## config.mk

```make
export PLATFORM = sky130hd
export DESIGN_NAME = sdram_qos_arbiter
export DESIGN_NICKNAME = d
export VERILOG_FILES = /design/src/rtl/sdram_arb_pkg.sv /design/src/rtl/sdram_qos_arbiter.sv
export SDC_FILE = /design/constraint.sdc
export NUM_CORES = 1
export LEC_CHECK = 0
export ABC_AREA = 1
export BUFFER_PORTS_ARGS = -buffer_cell sky130_fd_sc_hd__buf_2
export CAP_MARGIN = 25
export CORE_AREA = 2 2 93 95
export DETAILED_ROUTE_END_ITERATION = 10
export DIE_AREA = 0 0 95 97
export GPL_ROUTABILITY_DRIVEN = 0
export PLACE_DENSITY = 0.71
export SKIP_CTS_REPAIR_TIMING = 1
export SKIP_LAST_GASP = 1
export SLEW_MARGIN = 40
export SYNTH_ARGS = -nofsm -noshare
export SYNTH_HDL_FRONTEND = slang
export SYNTH_SLANG_ARGS = --single-unit
```

## constraint.sdc

```tcl
create_clock -name clk_i -period 4.4 [get_ports clk_i]
set_clock_uncertainty 0.2 [all_clocks]
set_input_delay 0.88 -clock clk_i [delete_from_list [all_inputs] [get_ports clk_i]]
set_output_delay 0.88 -clock clk_i [all_outputs]
set_load 0.02 [all_outputs]
```

## src/rtl/sdram_arb_pkg.sv

```systemverilog
// Shared types for the three-port SDRAM QoS arbiter: FSM states, requester
// indices and the default starvation threshold.
package sdram_arb_pkg;

    typedef enum logic [1:0] {
        IDLE = 2'd0,
        CMD  = 2'd1,
        RESP = 2'd2
    } arb_state_e;

    typedef enum logic [1:0] {
        PORT_VID = 2'd0,
        PORT_CPU = 2'd1,
        PORT_DMA = 2'd2
    } port_e;

    localparam int STARVE_LIMIT_DEFAULT = 64;

    // Round-robin hands preference to the partner of whichever of cpu/dma just won.
    function automatic port_e rr_next(input port_e granted);
        return (granted == PORT_CPU) ? PORT_DMA : PORT_CPU;
    endfunction

endpackage

```

## src/rtl/sdram_qos_arbiter.sv

```systemverilog
// Three-requester SDRAM arbiter: video has priority, cpu/dma share round-robin,
// starvation counters force a waiting cpu/dma ahead. One transaction in flight.
module sdram_qos_arbiter
    import sdram_arb_pkg::*;
#(
    parameter int STARVE_LIMIT = STARVE_LIMIT_DEFAULT,
    parameter int ADDR_W       = 24
) (
    input  logic              clk_i,
    input  logic              rst_n_i,
    input  logic              vid_cmd_valid,
    output logic              vid_cmd_ready,
    input  logic [ADDR_W-1:0] vid_addr_x16,
    input  logic              vid_burst,
    output logic              vid_resp_valid,
    output logic              vid_resp_last,
    output logic [15:0]       vid_rdata,
    input  logic              cpu_cmd_valid,
    output logic              cpu_cmd_ready,
    input  logic [ADDR_W-1:0] cpu_addr_x16,
    input  logic              cpu_burst,
    input  logic              cpu_wr,
    input  logic [15:0]       cpu_wdata,
    input  logic [1:0]        cpu_wmask,
    output logic              cpu_resp_valid,
    output logic              cpu_resp_last,
    output logic [15:0]       cpu_rdata,
    input  logic              dma_cmd_valid,
    output logic              dma_cmd_ready,
    input  logic [ADDR_W-1:0] dma_addr_x16,
    input  logic              dma_burst,
    input  logic              dma_wr,
    input  logic [15:0]       dma_wdata,
    input  logic [1:0]        dma_wmask,
    output logic              dma_resp_valid,
    output logic              dma_resp_last,
    output logic [15:0]       dma_rdata,
    output logic              sdram_cmd_valid,
    input  logic              sdram_cmd_ready,
    output logic              sdram_rd,
    output logic              sdram_wr,
    output logic [ADDR_W-1:0] sdram_addr_x16,
    output logic [15:0]       sdram_wdata,
    output logic [1:0]        sdram_wmask,
    output logic              sdram_burst,
    input  logic              sdram_resp_valid,
    input  logic              sdram_resp_last,
    input  logic [15:0]       sdram_rdata,
    output logic              err_o
);

    localparam int CNT_W = $clog2(STARVE_LIMIT + 1);
    localparam logic [CNT_W-1:0] LIMIT_C = CNT_W'(STARVE_LIMIT);
    localparam logic [CNT_W-1:0] ONE_C   = CNT_W'(1);

    arb_state_e        state_r;
    port_e             owner_r;
    port_e             pref_r;
    logic              burst_r;
    logic              err_r;
    logic [CNT_W-1:0]  cpu_starve_r;
    logic [CNT_W-1:0]  dma_starve_r;

    logic              any_valid_s;
    logic              cpu_forced_s;
    logic              dma_forced_s;
    port_e             grant_s;
    logic              own_valid_s;
    logic              own_wr_s;
    logic [ADDR_W-1:0] own_addr_s;
    logic [15:0]       own_wdata_s;
    logic [1:0]        own_wmask_s;
    logic              own_burst_s;
    logic              in_cmd_s;
    logic              in_resp_s;
    logic              resp_route_s;
    logic              resp_last_s;
    logic              cpu_other_s;
    logic              dma_other_s;
    logic              cpu_win_s;
    logic              dma_win_s;

    // Arbitration: saturated starve counters beat video, video beats round-robin.
    always_comb begin
        any_valid_s  = vid_cmd_valid || cpu_cmd_valid || dma_cmd_valid;
        cpu_forced_s = cpu_cmd_valid && (cpu_starve_r >= LIMIT_C);
        dma_forced_s = dma_cmd_valid && (dma_starve_r >= LIMIT_C);
        if (cpu_forced_s && dma_forced_s) begin
            grant_s = pref_r;
        end else if (cpu_forced_s) begin
            grant_s = PORT_CPU;
        end else if (dma_forced_s) begin
            grant_s = PORT_DMA;
        end else if (vid_cmd_valid) begin
            grant_s = PORT_VID;
        end else if (cpu_cmd_valid && dma_cmd_valid) begin
            grant_s = pref_r;
        end else if (cpu_cmd_valid) begin
            grant_s = PORT_CPU;
        end else begin
            grant_s = PORT_DMA;
        end
    end

    // Owner's command fields, muxed straight through to the SDRAM side.
    always_comb begin
        own_valid_s = 1'b0;
        own_wr_s    = 1'b0;
        own_addr_s  = '0;
        own_wdata_s = 16'h0000;
        own_wmask_s = 2'b00;
        own_burst_s = 1'b0;
        case (owner_r)
            PORT_VID: begin
                own_valid_s = vid_cmd_valid;
                own_addr_s  = vid_addr_x16;
                own_burst_s = vid_burst;
            end
            PORT_CPU: begin
                own_valid_s = cpu_cmd_valid;
                own_wr_s    = cpu_wr;
                own_addr_s  = cpu_addr_x16;
                own_wdata_s = cpu_wdata;
                own_wmask_s = cpu_wmask;
                own_burst_s = cpu_burst;
            end
            PORT_DMA: begin
                own_valid_s = dma_cmd_valid;
                own_wr_s    = dma_wr;
                own_addr_s  = dma_addr_x16;
                own_wdata_s = dma_wdata;
                own_wmask_s = dma_wmask;
                own_burst_s = dma_burst;
            end
            default: begin
                own_valid_s = 1'b0;
            end
        endcase
    end

    assign in_cmd_s     = (state_r == CMD);
    assign in_resp_s    = (state_r == RESP);
    assign resp_route_s = in_resp_s && sdram_resp_valid;
    assign resp_last_s  = burst_r ? sdram_resp_last : 1'b1;

    assign sdram_cmd_valid = in_cmd_s && own_valid_s;
    assign sdram_rd        = in_cmd_s && !own_wr_s;
    assign sdram_wr        = in_cmd_s && own_wr_s;
    assign sdram_addr_x16  = in_cmd_s ? own_addr_s : '0;
    assign sdram_wdata     = in_cmd_s ? own_wdata_s : 16'h0000;
    assign sdram_wmask     = in_cmd_s ? own_wmask_s : 2'b00;
    assign sdram_burst     = in_cmd_s && own_burst_s;

    assign vid_cmd_ready = in_cmd_s && (owner_r == PORT_VID) && sdram_cmd_ready;
    assign cpu_cmd_ready = in_cmd_s && (owner_r == PORT_CPU) && sdram_cmd_ready;
    assign dma_cmd_ready = in_cmd_s && (owner_r == PORT_DMA) && sdram_cmd_ready;

    assign vid_resp_valid = resp_route_s && (owner_r == PORT_VID);
    assign cpu_resp_valid = resp_route_s && (owner_r == PORT_CPU);
    assign dma_resp_valid = resp_route_s && (owner_r == PORT_DMA);
    assign vid_resp_last  = vid_resp_valid && resp_last_s;
    assign cpu_resp_last  = cpu_resp_valid && resp_last_s;
    assign dma_resp_last  = dma_resp_valid && resp_last_s;
    assign vid_rdata      = vid_resp_valid ? sdram_rdata : 16'h0000;
    assign cpu_rdata      = cpu_resp_valid ? sdram_rdata : 16'h0000;
    assign dma_rdata      = dma_resp_valid ? sdram_rdata : 16'h0000;

    assign err_o = err_r;

    // Transaction FSM: latch owner in IDLE, issue in CMD, collect data in RESP.
    always_ff @(posedge clk_i or negedge rst_n_i) begin
        if (!rst_n_i) begin
            state_r <= IDLE;
            owner_r <= PORT_VID;
            pref_r  <= PORT_CPU;
            burst_r <= 1'b0;
            err_r   <= 1'b0;
        end else begin
            if (sdram_resp_valid && !in_resp_s) begin
                err_r <= 1'b1;
            end
            case (state_r)
                IDLE: begin
                    if (any_valid_s) begin
                        owner_r <= grant_s;
                        state_r <= CMD;
                        if (grant_s != PORT_VID) begin
                            pref_r <= rr_next(grant_s);
                        end
                    end
                end
                CMD: begin
                    if (!own_valid_s) begin
                        state_r <= IDLE;
                    end else if (sdram_cmd_ready) begin
                        if (own_wr_s) begin
                            state_r <= IDLE;
                        end else begin
                            burst_r <= own_burst_s;
                            state_r <= RESP;
                        end
                    end
                end
                RESP: begin
                    if (sdram_resp_valid && (sdram_resp_last || !burst_r)) begin
                        state_r <= IDLE;
                    end
                end
                default: begin
                    state_r <= IDLE;
                end
            endcase
        end
    end

    // A waiting port "loses" a cycle whenever someone else holds or wins the grant.
    always_comb begin
        if (state_r == IDLE) begin
            cpu_other_s = any_valid_s && (grant_s != PORT_CPU);
            dma_other_s = any_valid_s && (grant_s != PORT_DMA);
        end else begin
            cpu_other_s = (owner_r != PORT_CPU);
            dma_other_s = (owner_r != PORT_DMA);
        end
        cpu_win_s = (state_r == IDLE) && any_valid_s && (grant_s == PORT_CPU);
        dma_win_s = (state_r == IDLE) && any_valid_s && (grant_s == PORT_DMA);
    end

    // Saturating starvation counters for cpu and dma.
    always_ff @(posedge clk_i or negedge rst_n_i) begin
        if (!rst_n_i) begin
            cpu_starve_r <= '0;
            dma_starve_r <= '0;
        end else begin
            if (cpu_win_s) begin
                cpu_starve_r <= '0;
            end else if (cpu_cmd_valid && cpu_other_s && (cpu_starve_r < LIMIT_C)) begin
                cpu_starve_r <= cpu_starve_r + ONE_C;
            end
            if (dma_win_s) begin
                dma_starve_r <= '0;
            end else if (dma_cmd_valid && dma_other_s && (dma_starve_r < LIMIT_C)) begin
                dma_starve_r <= dma_starve_r + ONE_C;
            end
        end
    end

endmodule

```

==> results.json <==
{
  "drive_gt1_share_pct": 37.4,
  "synth_seq_cells": 22,
  "grt-ovfl-total": 0,
  "tightest_slew_ps": 663,
  "hold_path_class": "reg -> reg",
  "fillers": 863,
  "clkTransAtPathRegs_ps": 80,
  "start_util_pct": 32.1,
  "layout_min_cycle_time_ps": 3420,
  "grt_antenna_before_repair": 0,
  "crit_path_end_kind": "output pin",
  "path_max_fanout": 26,
  "hpwlAfterDp_mm": 8.38,
  "clock_path_buffers": 2,
  "drtIter0Drc": 203,
  "finalSetupViolCount": 0,
  "rows": 33,
  "fin_ws_ps": 983,
  "synth_nets": 632,
  "design.die.area_um2": 9220,
  "fmax_ghz": 0.293,
  "worst_ep_required_time_ps": 3320,
  "areaGrowthSynthToFinish_pct": 50.9,
  "rsz0062_at_grt": "no",
  "worstPathArrival_ps": 2340,
  "diodes": 0,
  "cts_tree": "done",
  "die_h_um": 97,
  "nets": 860,
  "htree_levels": 1,
  "fin_tns_setup_ps": 0,
  "wl_per_cell_um": 12.7,
  "viasPerCell": 4.65,
  "yosys_warnings": 0,
  "path_class": "reg -> out",
  "post-route-period-util_pct": 77.7,
  "synth_area_leaders": "nand2_1 (26%), dfrtp_1 (20%), nor2_1 (11%)",
  "grt_start_max_net_pins": 45,
  "io_buffers": 240,
  "core_area_um2": 8130,
  "wl_mm": 10.4,
  "dieWidth_um": 95,
  "grt_use_total_pct": 21.2,
  "ant_nets": 0,
  "cts_buffers": 3,
  "yosys.area.top_type_share_pct": 25.9,
  "synthesis.area_um2": 2610,
  "drv_slew": 0,
  "layout_commonest_cell": "buf_2",
  "layout_common_cells": "buf_2 (240), nand2_1 (180), nor2_1 (73), inv_1 (69), nand3_1 (49)",
  "syn_avg_cell_area_um2": 5.33,
  "pre_cts_ws_ps": 1160,
  "relSlewSlack_pct": 55.7,
  "clk_latency_ps": 260,
  "grt_pass1_vias": 3430,
  "dr.pass1.iters": 5,
  "io_pins": 241,
  "p_per_area_nw_per_um2": 493,
  "ys_seq_area_share_pct": 21.2,
  "synthCells": 489,
  "synth_top_cell_by_area": "nand2_1",
  "maxCapViolations": 0,
  "cts-root-buf": "clkbuf_8",
  "drc": 0,
  "hold_viol_final": 0,
  "vias": 3819,
  "leakage_nw": 2.63,
  "clkSinkCount": 22,
  "dp_cells": 817,
  "outcome": "complete, no violations",
  "stdcell_count": 821,
  "start_kind": "flip-flop",
  "grt_first_pass_wirelength_mm": 16.2,
  "synth.distinct_cells": 30,
  "vdd_drop_max_v": 0.000176
}
[worst paths after layout]
path	from	to	slack [ps]	cells after the start
worst max register to register	owner_r[0]	burst_r	2290	10
worst min register to register	err_o	err_o	280	1
worst min-delay path	err_o	err_o	280	1
max in group asynchronous	rst_n_i	pref_r[0]	3260	1
min in group asynchronous	rst_n_i	cpu_starve_r[0]	370	1
worst max-delay path	owner_r[0]	vid_rdata[7]	980	8
[cells in the mapped netlist]
| cell | instances |
|---|---|
| nand2_1 | 180 |
| nor2_1 | 73 |
| inv_1 | 69 |
| nand3_1 | 49 |
| a21oi_1 | 22 |
| dfrtp_1 | 21 |
| clkbuf_1 | 17 |
| ha_1 | 6 |
| nand2_2 | 6 |
| o21ai_0 | 6 |
| nor3_1 | 5 |
| buf_2 | 3 |
| clkinv_1 | 3 |
| inv_2 | 3 |
| nand3_2 | 3 |
| nand4_1 | 3 |
| xor2_1 | 3 |
| nor2_4 | 2 |
| o21bai_1 | 2 |
| or2_2 | 2 |
| xnor2_1 | 2 |
| a21oi_4 | 1 |
| and3_1 | 1 |
| dfstp_2 | 1 |
| nand2_4 | 1 |
| nand3_4 | 1 |
| nor2_2 | 1 |
| o211ai_1 | 1 |
| o21ai_2 | 1 |
| o22ai_1 | 1 |
[stage by stage]
| step | total power, mW | instance area, µm² | hold WS, ps | utilization, % |
|---|---|---|---|---|
| 2_1_floorplan | 1.37 | 2610 | 253 | - |
| 3_3_place_gp | 1.78 | 3880 | 269 | 47.7 |
| 3_5_place_dp | 1.81 | 3890 | 267 | 47.8 |
| 4_1_cts | 1.95 | 3930 | 288 | 48.4 |
| 5_1_grt | 2.13 | 3930 | 315 | 48.4 |
| 6_report | 1.94 | 3930 | 278 | 48.4 |
[power breakdown]
part / internal (mW) / switching, mW / leakage [nW]
clock network: 0.0647 / 0.0683 / 0.0228
registers: 0.283 / 0.0689 / 0.281
logic: 0.461 / 0.994 / 2.33
total: 0.809 / 1.13 / 2.63
[per-layer routing]
metal	share of wire, %	wire (µm)	up-vias	GRT usage, %
met5	0	0	-	0
met3	8.3	863	22	3.66
met1	41	4330	1691	27.5
met4	2.1	216	0	5.46
li1	-	-	1943	-
met2	48	5020	163	36.0
[sequential cells by signal, indices dropped and copies added (netlist names)]
name and count:
cpu_starve_r 7, err_o 1, owner_r 2, state_r 2
dma_starve_r 7, burst_r 1, pref_r 2
[cells by family (layout without fill, tap and decap cells)]
group	Yosys count	after routing	synth area share (%)
adder cells (fa/ha/maj)	6	6	2.88
buffers and inverters	95	322	13.8
XOR/XNOR	5	5	1.68
AO/OA/AOI/OAI	34	34	7.44
flip-flops	22	22	21.2
AND/OR/NAND/NOR	327	327	53.0
[worst max-delay path, stage by stage, from the launching register on]
cell and delay, ps:
dfrtp_1 400, inv_1 120, ha_1 160, buf_4 290
inv_1 150, nor2_1 170, clkinv_1 380, nor2_1 210
buf_2 190
[layout make-up]
type	instances	area, µm²	share of cell area (%)
well taps	105	131	3.34
repair buffers	243	1220	31.1
inverters	75	282	7.16
clock buffers	4	45.0	1.15
multi-input cells	372	1700	43.2
flip-flops and latches	22	552	14.0
(Power assumes the default switching activity.)
